<file path="src/rtl/data_sram_bridge_pkg.sv">
// Shared types and constants for the CPU data-port to handshaked memory-bus bridge.
package data_sram_bridge_pkg;

  localparam int unsigned ADDR_W = 32;
  localparam int unsigned DATA_W = 32;
  localparam int unsigned STRB_W = 4;

  // Default watchdog budget (REQ+WAIT cycles) and the value a timed-out read returns.
  localparam int unsigned          TIMEOUT_DEFAULT  = 64;
  localparam logic [DATA_W-1:0]    ERR_DATA_DEFAULT = 32'hDEAD_BEEF;

  // All-zero byte strobes mark a load.
  localparam logic [STRB_W-1:0]    WSTRB_READ = '0;

  typedef enum logic [1:0] {
    ST_IDLE = 2'd0,
    ST_REQ  = 2'd1,
    ST_WAIT = 2'd2,
    ST_DONE = 2'd3
  } state_e;

  // One latched bus command, held stable for the whole transaction.
  typedef struct packed {
    logic              wr;
    logic [STRB_W-1:0] wstrb;
    logic [ADDR_W-1:0] addr;
    logic [DATA_W-1:0] wdata;
  } bus_cmd_t;

  // A store is any access with at least one byte strobe set.
  function automatic logic is_write(input logic [STRB_W-1:0] wstrb);
    return wstrb != WSTRB_READ;
  endfunction

endpackage

</file>
<file path="src/rtl/data_sram_bridge_bus_timeout_ctr.sv">
// Watchdog counter: cleared when a transaction starts, counts REQ/WAIT cycles,
// flags expiry on the last allowed cycle and saturates there.
module bus_timeout_ctr #(
  parameter int unsigned TIMEOUT = 64
) (
  input  logic clk,
  input  logic rst,
  input  logic clear,
  input  logic enable,
  output logic expired
);

  localparam int unsigned     CW   = $clog2(TIMEOUT);
  localparam logic [CW-1:0]   LAST = CW'(TIMEOUT - 1);

  logic [CW-1:0] count_q;
  logic [CW-1:0] count_d;

  // Next count: clear wins, otherwise advance while enabled until the last cycle.
  always_comb begin
    count_d = count_q;
    if (clear) begin
      count_d = '0;
    end else if (enable && (count_q != LAST)) begin
      count_d = count_q + CW'(1);
    end
  end

  // Count register.
  always_ff @(posedge clk or posedge rst) begin
    if (rst) begin
      count_q <= '0;
    end else begin
      count_q <= count_d;
    end
  end

  assign expired = enable && (count_q == LAST);

endmodule

</file>
<file path="src/rtl/data_sram_bridge.sv">
// Bridges the CPU MEM-stage data port (single-cycle expectation) onto a
// request/addr-accept/data-return memory bus, stalling the pipeline meanwhile.
module data_sram_bridge
  import data_sram_bridge_pkg::*;
#(
  parameter int unsigned       TIMEOUT  = TIMEOUT_DEFAULT,
  parameter logic [DATA_W-1:0] ERR_DATA = ERR_DATA_DEFAULT
) (
  input  logic              clk,
  input  logic              rst,
  input  logic              cpu_en,
  input  logic [STRB_W-1:0] cpu_wen,
  input  logic [ADDR_W-1:0] cpu_addr,
  input  logic [DATA_W-1:0] cpu_wdata,
  output logic [DATA_W-1:0] cpu_rdata,
  output logic              cpu_stall,
  output logic              mem_req,
  output logic              mem_wr,
  output logic [STRB_W-1:0] mem_wstrb,
  output logic [ADDR_W-1:0] mem_addr,
  output logic [DATA_W-1:0] mem_wdata,
  input  logic              mem_addr_ok,
  input  logic              mem_data_ok,
  input  logic [DATA_W-1:0] mem_rdata,
  output logic              bus_err
);

  state_e            state_q, state_d;
  bus_cmd_t          cmd_q, cmd_d;
  logic              mem_req_q, mem_req_d;
  logic [DATA_W-1:0] cpu_rdata_q, cpu_rdata_d;
  logic              bus_err_q, bus_err_d;

  logic              ctr_clear;
  logic              ctr_enable;
  logic              ctr_expired;

  // Watchdog over the REQ+WAIT window.
  bus_timeout_ctr #(
    .TIMEOUT (TIMEOUT)
  ) u_timeout (
    .clk     (clk),
    .rst     (rst),
    .clear   (ctr_clear),
    .enable  (ctr_enable),
    .expired (ctr_expired)
  );

  // Next-state, latch and stall decode; a data return beats a same-cycle expiry.
  always_comb begin
    state_d     = state_q;
    cmd_d       = cmd_q;
    mem_req_d   = mem_req_q;
    cpu_rdata_d = cpu_rdata_q;
    bus_err_d   = bus_err_q;
    ctr_clear   = 1'b0;
    ctr_enable  = 1'b0;
    cpu_stall   = 1'b0;

    unique case (state_q)
      ST_IDLE: begin
        cpu_stall = cpu_en;
        if (cpu_en) begin
          cmd_d     = '{wr: is_write(cpu_wen), wstrb: cpu_wen,
                        addr: cpu_addr, wdata: cpu_wdata};
          mem_req_d = 1'b1;
          ctr_clear = 1'b1;
          state_d   = ST_REQ;
        end
      end

      ST_REQ: begin
        cpu_stall  = 1'b1;
        ctr_enable = 1'b1;
        if (mem_addr_ok && mem_data_ok) begin
          if (!cmd_q.wr) cpu_rdata_d = mem_rdata;
          mem_req_d = 1'b0;
          state_d   = ST_DONE;
        end else if (ctr_expired) begin
          if (!cmd_q.wr) cpu_rdata_d = ERR_DATA;
          bus_err_d = 1'b1;
          mem_req_d = 1'b0;
          state_d   = ST_DONE;
        end else if (mem_addr_ok) begin
          mem_req_d = 1'b0;
          state_d   = ST_WAIT;
        end
      end

      ST_WAIT: begin
        cpu_stall  = 1'b1;
        ctr_enable = 1'b1;
        if (mem_data_ok) begin
          if (!cmd_q.wr) cpu_rdata_d = mem_rdata;
          state_d = ST_DONE;
        end else if (ctr_expired) begin
          if (!cmd_q.wr) cpu_rdata_d = ERR_DATA;
          bus_err_d = 1'b1;
          state_d   = ST_DONE;
        end
      end

      ST_DONE: begin
        state_d = ST_IDLE;
      end

      default: begin
        state_d   = ST_IDLE;
        mem_req_d = 1'b0;
      end
    endcase
  end

  // State and output registers; reset abandons any transaction immediately.
  always_ff @(posedge clk or posedge rst) begin
    if (rst) begin
      state_q     <= ST_IDLE;
      cmd_q       <= '0;
      mem_req_q   <= 1'b0;
      cpu_rdata_q <= '0;
      bus_err_q   <= 1'b0;
    end else begin
      state_q     <= state_d;
      cmd_q       <= cmd_d;
      mem_req_q   <= mem_req_d;
      cpu_rdata_q <= cpu_rdata_d;
      bus_err_q   <= bus_err_d;
    end
  end

  assign cpu_rdata = cpu_rdata_q;
  assign mem_req   = mem_req_q;
  assign mem_wr    = cmd_q.wr;
  assign mem_wstrb = cmd_q.wstrb;
  assign mem_addr  = cmd_q.addr;
  assign mem_wdata = cmd_q.wdata;
  assign bus_err   = bus_err_q;

endmodule

</file>
<file path="config.mk">
export PLATFORM = sky130hd
export DESIGN_NAME = data_sram_bridge
export DESIGN_NICKNAME = d
export VERILOG_FILES = /design/src/rtl/data_sram_bridge_pkg.sv /design/src/rtl/data_sram_bridge_bus_timeout_ctr.sv /design/src/rtl/data_sram_bridge.sv
export SDC_FILE = /design/constraint.sdc
export NUM_CORES = 1
export LEC_CHECK = 0
export ABC_CLOCK_PERIOD_IN_PS = 9610
export CORE_MARGIN = 2
export CORE_UTILIZATION = 44
export DETAILED_ROUTE_END_ITERATION = 8
export PLACE_DENSITY_LB_ADDON = 0.05
export SLEW_MARGIN = 30
export SYNTH_ARGS = -nofsm -noshare
export SYNTH_HDL_FRONTEND = slang
export SYNTH_HIERARCHICAL = 1
export SYNTH_SLANG_ARGS = --single-unit
</file>
<file path="constraint.sdc">
create_clock -name clk -period 9.61 [get_ports clk]
set_input_delay 1.922 -clock clk [delete_from_list [all_inputs] [get_ports clk]]
set_output_delay 1.922 -clock clk [all_outputs]
set_load 0.01 [all_outputs]
</file>
Word-level counts from Yosys, hierarchy flattened

Cells that the tools add are included.

Word-level logic and storage cells: 61
Input port bits: 105
Register bits after elaboration: 111

Equal/unequal tests: 10
Add/subtract/negate cells: 1
Muxes and demuxes: 28
Reductions and logical operators: 13

Operators by type and width:

| cell                  | count |
|---|---|
| $mux W32              | 5 |
| $pmux W32 S2          | 1 |
| $mux W2               | 6 |
| $mux W6               | 2 |
| $mux W1               | 10 |
| $reduce_and A3 Y1     | 3 |
| $pmux W2 S4           | 1 |
| $add A6 B1 Y6 const B | 1 |
| $eq A6 B6 Y1 const B  | 1 |
| $ne A2 B2 Y1 const B  | 3 |
| $ne A6 B6 Y1 const B  | 1 |
| $pmux W1 S2           | 3 |
| $reduce_bool A2 Y1    | 3 |
| $eq A2 B2 Y1 const B  | 2 |
| $ne A4 B4 Y1 const B  | 1 |
| $reduce_bool A4 Y1    | 1 |
| $logic_and A1 B1 Y1   | 3 |
| $ne A3 B3 Y1 const B  | 1 |
| $eq A2 B1 Y1 const B  | 1 |
| $logic_not A2 Y1      | 1 |
| $reduce_and A2 Y1     | 1 |
| $reduce_or A2 Y1      | 1 |

Longest topological paths before layout

Gate-level depths: netlist (run 1).

Depth after elaboration: 7
Gate-level depth with buffers: 9
Depth with buffers taken out: 7

Cells and area by module

Netlist (run 1), hierarchy kept.

By module, submodules not included:

| module           | area each (µm²) | sequential area each (µm²) | cells an instance | instances |
|---|---|---|---|---|
| data_sram_bridge | 4113.9          | 2627.5                     | 260               | 1 |
| bus_timeout_ctr  | 386.6           | 150.1                      | 40                | 1 |

Worst setup path before layout (run 1)

Ideal clock, no wire load.

Kind: in2out
Start point: input cpu_en
End point: output cpu_stall
Path buffers: 1
Stages: 5
Arrival: 2.487 ns
Required time: 7.688 ns
Setup slack: 5.201 ns
Path through: nand2_2 > inv_2 > buf_4 > nor2_1 > nor2_1

Longest elaborated chain between the ends: 1

RTL lines:

| what               | RTL line               | source |
|---|---|---|
| start: declaration | data_sram_bridge.sv:11 | `input logic cpu_en,` |
| $pmux W1 S2        | data_sram_bridge.sv:60 | `unique case (state_q)` |
| end: declaration   | data_sram_bridge.sv:16 | `output logic cpu_stall,` |

Every way passes these cells.

Worst setup path in the final report (run 1)

Ends and elaborated chain as after synthesis.

==> results.toml, run 1 <==
[finish]
diodes = 0
final_cell_mix = "clkdlybuf4s50_1 (208), dfrtp_1 (111), mux2_2 (65)"
syn2layout_area_growth_pct = 51.77
n_fill_cell = 714
nNetsFinal = 619
drive_gt1_share_pct = 18.59
multiInputGateArea_sq_mm = 0.001559
regArea_sq_mm = 0.002778
layout_commonest_cell = "clkdlybuf4s50_1"

[sta]
fin_hold_ws_ns = 0.4734
rsz0062_at_grt = "false"
min_period_over_period_pct = 62.04
tns_ns = 0
relSlewSlack_pct = 37.80
hold_violations = 0
period_needed_ns = 5.962
setup_viol = 0
skew_ns = 0.01225
worst_pin_slew_ns = 0.9329
fmax_ghz = 0.1677
drv_slew = 0

[die]
die_area_sq_mm = 0.01105
start_util_pct = 45.62
fp.dieW_um = 105.1
die_y_um = 105.1
rows = 36
io-pin-count = 209
design.core.area_sq_mm = 0.009864

[worst_setup_path]
arrival_ns = 4.04
worstSetupEndpointType = "output port"
cp.required_ns = 7.69
critical_path_class = "primary input to output port"
start_kind = "primary input"
cp_max_fo = 76

[power_and_ir_drop]
p_leak_nw = 2.813
worst_ir_drop_vdd_uv = 175.0
power_density_mw_per_mm2 = 320.8

[cts]
holdBufCountCts = 0
cts_buffers = 9
clk_pin_slew_ns = 0.09
cts_max_level = 3
cts_tree = "built"
post_cts_buffers = 0
clock-sinks = 111
root_buffer = "clkbuf_8"
cts_resized = 0
clk_path_buf_depth = 2
insertion_delay_ns = 0.38

[synth]
netlist_instances = 300
synth_cell_types = 42
synth_warnings = 6
ys_seq_area_share_pct = 61.72
ys_ff_latch = 111
synth_area_sq_mm = 0.004501
synth_top_cell_area_share_pct = 61.72
avgSynthCellArea_sq_um = 15.00
synth_nets = 413
synth_area_leaders = "dfrtp_1 (62%), mux2_2 (16%), o22a_1 (4.5%)"
yosys.area.top_type = "dfrtp_1"

[detailed_routing]
drt_wl_total_mm = 11.00
via_per_inst = 5.093
num_vias = 3280
wl_per_cell_um = 17.08
drtIter0Drc = 80
drc = 0
drt-pass1-iter-count = 4
final_antenna_net_count = 0

[global_route]
antenna_found_initial = 0
grt_use_total_pct = 20.72
grt.met3_usage_pct = 8.422
grt-ovfl-total = 0
grt_pass1_wl_mm = 17.95
use_met1_pct = 22.12
grt_pass1_vias = 3548
busiest_layer = "met2"
grt_use_met2_pct = 36.13
grt_max_degree = 77

[hold_path]
hold_path_class = "flop to flop"

[placement]
io_buffers = 208
gp_congestion = 0.7190
dp_hpwl_mm = 8.121

[status]
status = "complete, no violations"

[flow_run]
maxCapViolations = 0
[critical path, stage by stage]
cell	delay, ns
clkdlybuf4s50_1	0.53
nand2_2	0.11
inv_2	0.06
buf_4	0.68
nor2_1	0.08
nor2_1	0.11
clkdlybuf4s50_1	0.54
[where the power goes]
group,internal (mW),switching (mW),leakage (nW),total (mW)
Sequential,0.701,0.129,1.31,0.830
Combinational,0.665,0.429,1.41,1.09
Clock,0.116,0.152,0.0946,0.267
Total,1.48,0.710,2.81,2.19
[path summary, 6_finish.rpt]
kind | start | to | slack [ns] | depth (start not counted)
max | cpu_en | cpu_stall | 3.65 | 7
min | bus_err | bus_err | 0.47 | 1
max reg2reg | state_q[0] | state_q[1] | 6.74 | 7
min reg2reg | bus_err | bus_err | 0.47 | 1
max in group asynchronous | rst | mem_wdata[25] | 6.70 | 3
min in group asynchronous | rst | u_timeout/count_q[0] | 1.86 | 2
[sequential cells by signal, indices dropped and copies added (netlist names)]
register / flops
bus_err: 1
cpu_rdata: 32
mem_addr: 32
mem_req: 1
mem_wdata: 32
mem_wr: 1
mem_wstrb: 4
state_q: 2
u_timeout/count_q: 6
[metrics by stage]
stage	setup WS (ns)	cell area, sq um	power (mW)	instances	util [%]
final	3.648	6830	2.191	644	69.24
after CTS	3.582	6827	2.223	644	69.20
after floorplan	4.927	4501	1.364	300	-
after global routing	3.471	6830	2.332	644	69.24
after global placement	3.650	6633	1.909	628	67.24
after detailed placement	3.591	6633	1.944	628	67.24
[cells in the mapped netlist]
cell,instances
a22o_1,8
and3_1,1
buf_6,7
and2_1,1
o21a_4,2
mux2_1,3
nand2_2,2
mux2i_1,2
dfrtp_1,111
inv_2,1
o21ai_0,3
a21o_1,2
nand3_1,2
nand4bb_1,2
nand2_1,6
a211oi_1,2
and2b_2,1
nor3b_1,4
mux2_2,65
a21oi_1,2
o21bai_1,2
a31o_2,1
o311a_1,2
nor3_1,1
a41oi_1,1
a311oi_1,1
buf_4,6
ha_1,8
o22a_1,23
nor2b_1,2
mux2_4,1
nor3_2,1
o21ai_2,1
o211ai_1,2
a31oi_1,1
nor2_1,6
buf_2,2
nor4_1,2
a2bb2oi_1,1
inv_1,7
nand4_2,1
or2b_1,1
[logic make-up (layout without fill, tap and decap cells)]
family	after synthesis	count (layout)	share of synthesized area (%)
AO/OA/AOI/OAI	54	54	10.15
adder cells (fa/ha/maj)	8	8	2.224
buffers and inverters	23	234	3.642
flip-flops	111	111	61.72
multiplexers	71	71	17.79
AND/OR/NAND/NOR	33	33	4.476
[routing by layer]
metal	share of wire [%]	vias to the layer above
li1	-	1499
met1	37	1643
met2	51	117
met3	8.6	21
met4	2.6	0
met5	0	-
[layout make-up]
| type | count | area share (%) |
|---|---|---|
| Multi-Input combinational cell | 166 | 22.82 |
| Inverter | 8 | 0.4763 |
| Tap cell | 133 | 2.436 |
| Clock inverter | 4 | 0.4213 |
| Clock buffer | 12 | 2.418 |
| Sequential cell | 111 | 40.67 |
| Timing Repair Buffer | 210 | 30.76 |
Power figures use the tool's default switching activity.
==> run 2: changes to the inputs <==
--- a/config.mk
+++ b/config.mk
@@ -5,9 +5,9 @@
 export SDC_FILE = /design/constraint.sdc
 export NUM_CORES = 1
 export LEC_CHECK = 0
-export ABC_CLOCK_PERIOD_IN_PS = 9610
+export ABC_CLOCK_PERIOD_IN_PS = 5400
 export CORE_MARGIN = 2
-export CORE_UTILIZATION = 44
+export CORE_UTILIZATION = 37
 export DETAILED_ROUTE_END_ITERATION = 8
 export PLACE_DENSITY_LB_ADDON = 0.05
 export SLEW_MARGIN = 30
==> constraint.sdc (replaced) <==
create_clock -name clk -period 5.4 [get_ports clk]
set_input_delay 1.08 -clock clk [delete_from_list [all_inputs] [get_ports clk]]
set_output_delay 1.08 -clock clk [all_outputs]
set_load 0.01 [all_outputs]
==> results.toml, run 2 (same netlist as run 1, synthesis figures left out) <==
[sta]
min_period_over_period_pct = 66.32
fin_hold_ws_ns = 0.4644
drv_slew = 0
skew_ns = 0.006099
relSlewSlack_pct = 53.01
rsz0062_at_grt = "false"
fmax_ghz = 0.2792
period_needed_ns = 3.581
setup_viol = 0
hold_violations = 0
tns_ns = 0
worst_pin_slew_ns = 0.7033

[die]
fp.dieW_um = 114.3
die_y_um = 114.3
io-pin-count = 209
rows = 40
die_area_sq_mm = 0.01306
design.core.area_sq_mm = 0.01196
start_util_pct = 37.63

[worst_setup_path]
r2r_start = "state_q[0]"
r2r_setup_slack_ns = 2.59
worstSetupEndpointType = "output port"
cp_max_fo = 4
timing.rr.end = "state_q[1]"
crit_slowest_cell = "clkdlybuf4s50_1"
cpPeakStageDelay_ns = 0.55
crit_chain = "clkdlybuf4s50_1 > nand2_2 > inv_2 > nor2_1 > nor2_1 > clkdlybuf4s50_1"
reg2reg_depth = 7
cp.required_ns = 4.32
path_buf_inv = 3
worstSetupPathDepth = 6
start_kind = "primary input"
arrival_ns = 2.50
critical_path_class = "primary input to output port"
path_delay_family = "buffers and inverters"

[cts]
clock-sinks = 111
cts_tree = "built"
post_cts_buffers = 0
cts_buffers = 9
clk_pin_slew_ns = 0.07
cts_max_level = 3
cts_resized = 0
holdBufCountCts = 0
insertion_delay_ns = 0.35
root_buffer = "clkbuf_16"
clk_path_buf_depth = 2

[detailed_routing]
final_antenna_net_count = 0
num_vias = 3245
wl_per_cell_um = 16.81
via_per_inst = 4.932
drt_wl_total_mm = 11.06
drc = 0
drt-pass1-iter-count = 4
drtIter0Drc = 92

[global_route]
antenna_found_initial = 0
grt_pass1_vias = 3405
grt_pass1_wl_mm = 17.13
grt-ovfl-total = 0
grt_use_total_pct = 17.26
grt_max_degree = 76

[finish]
n_fill_cell = 1014
multiInputGateArea_sq_mm = 0.001559
layout_commonest_cell = "clkdlybuf4s50_1"
post-route-util_pct = 58.16
syn2layout_area_growth_pct = 54.57
regArea_sq_mm = 0.002778
nNetsFinal = 619
final_cell_mix = "clkdlybuf4s50_1 (208), dfrtp_1 (111), mux2_2 (65)"
design_area_sq_mm = 0.006957
drive_gt1_share_pct = 18.40
diodes = 0

[placement]
placed_area_sq_mm = 0.006650
gp_congestion = 0.7879
dp_hpwl_mm = 7.962
io_buffers = 208

[power_and_ir_drop]
p_leak_nw = 2.868
worst_ir_drop_vdd_uv = 338.8
power_density_mw_per_mm2 = 586.7
power.total_mw = 4.082

[status]
status = "complete, no violations"

[hold_path]
hold_path_class = "flop to flop"
hold_depth = 1
worstHoldStart = "bus_err"
hold_path_end = "bus_err"

[flow_run]
maxCapViolations = 0
## run 2: worst reg2reg max path, stage by stage, from the launching register on
cell and delay (ns):
dfrtp_1 0.43, inv_1 0.14, ha_1 0.58, nand3_1 0.22, nor2b_1 0.60, nor3b_1 0.16
nor3_2 0.26, mux2_4 0.32
## run 2: where the power goes
| group | switching [mW] | internal (mW) | leakage [nW] |
|---|---|---|---|
| sequential | 0.232 | 1.25 | 1.31 |
| clock | 0.293 | 0.373 | 0.149 |
| combinational | 0.753 | 1.18 | 1.41 |
| total | 1.28 | 2.80 | 2.87 |
## run 2: worst max-delay path by stage
stage	startpoint	to
2_1_floorplan	rst	bus_err
3_3_place_gp	cpu_en	cpu_stall
3_5_place_dp	cpu_en	cpu_stall
4_1_cts	cpu_en	cpu_stall
5_1_grt	cpu_en	cpu_stall
6_report	cpu_en	cpu_stall
## run 2: through the flow
stage                     cells  worst slack (ns)
final                       658             1.819
after global routing        658             1.720
after CTS                   658             1.812
after detailed placement    642             1.819
after global placement      642             1.911
after floorplan             300             1.559
## run 2: final cells by class
| cell class | count | share of cell area [%] |
|---|---|---|
| timing repair buffer | 210 | 30.20 |
| inverter | 8 | 0.5036 |
| sequential | 111 | 39.93 |
| clock inverter | 5 | 0.8273 |
| multi-input combinational | 166 | 22.41 |
| tap | 147 | 2.644 |
| clock buffer | 11 | 3.489 |
## run 2: per-layer routing
layer / routed length [um] / track usage, % / vias to the layer above
met1: 4158 / 19.27 / 1605
met4: 359 / 7.317 / 0
met5: 0 / 0 / -
met3: 1064 / 9.052 / 25
li1: - / - / 1501
met2: 5481 / 27.70 / 114
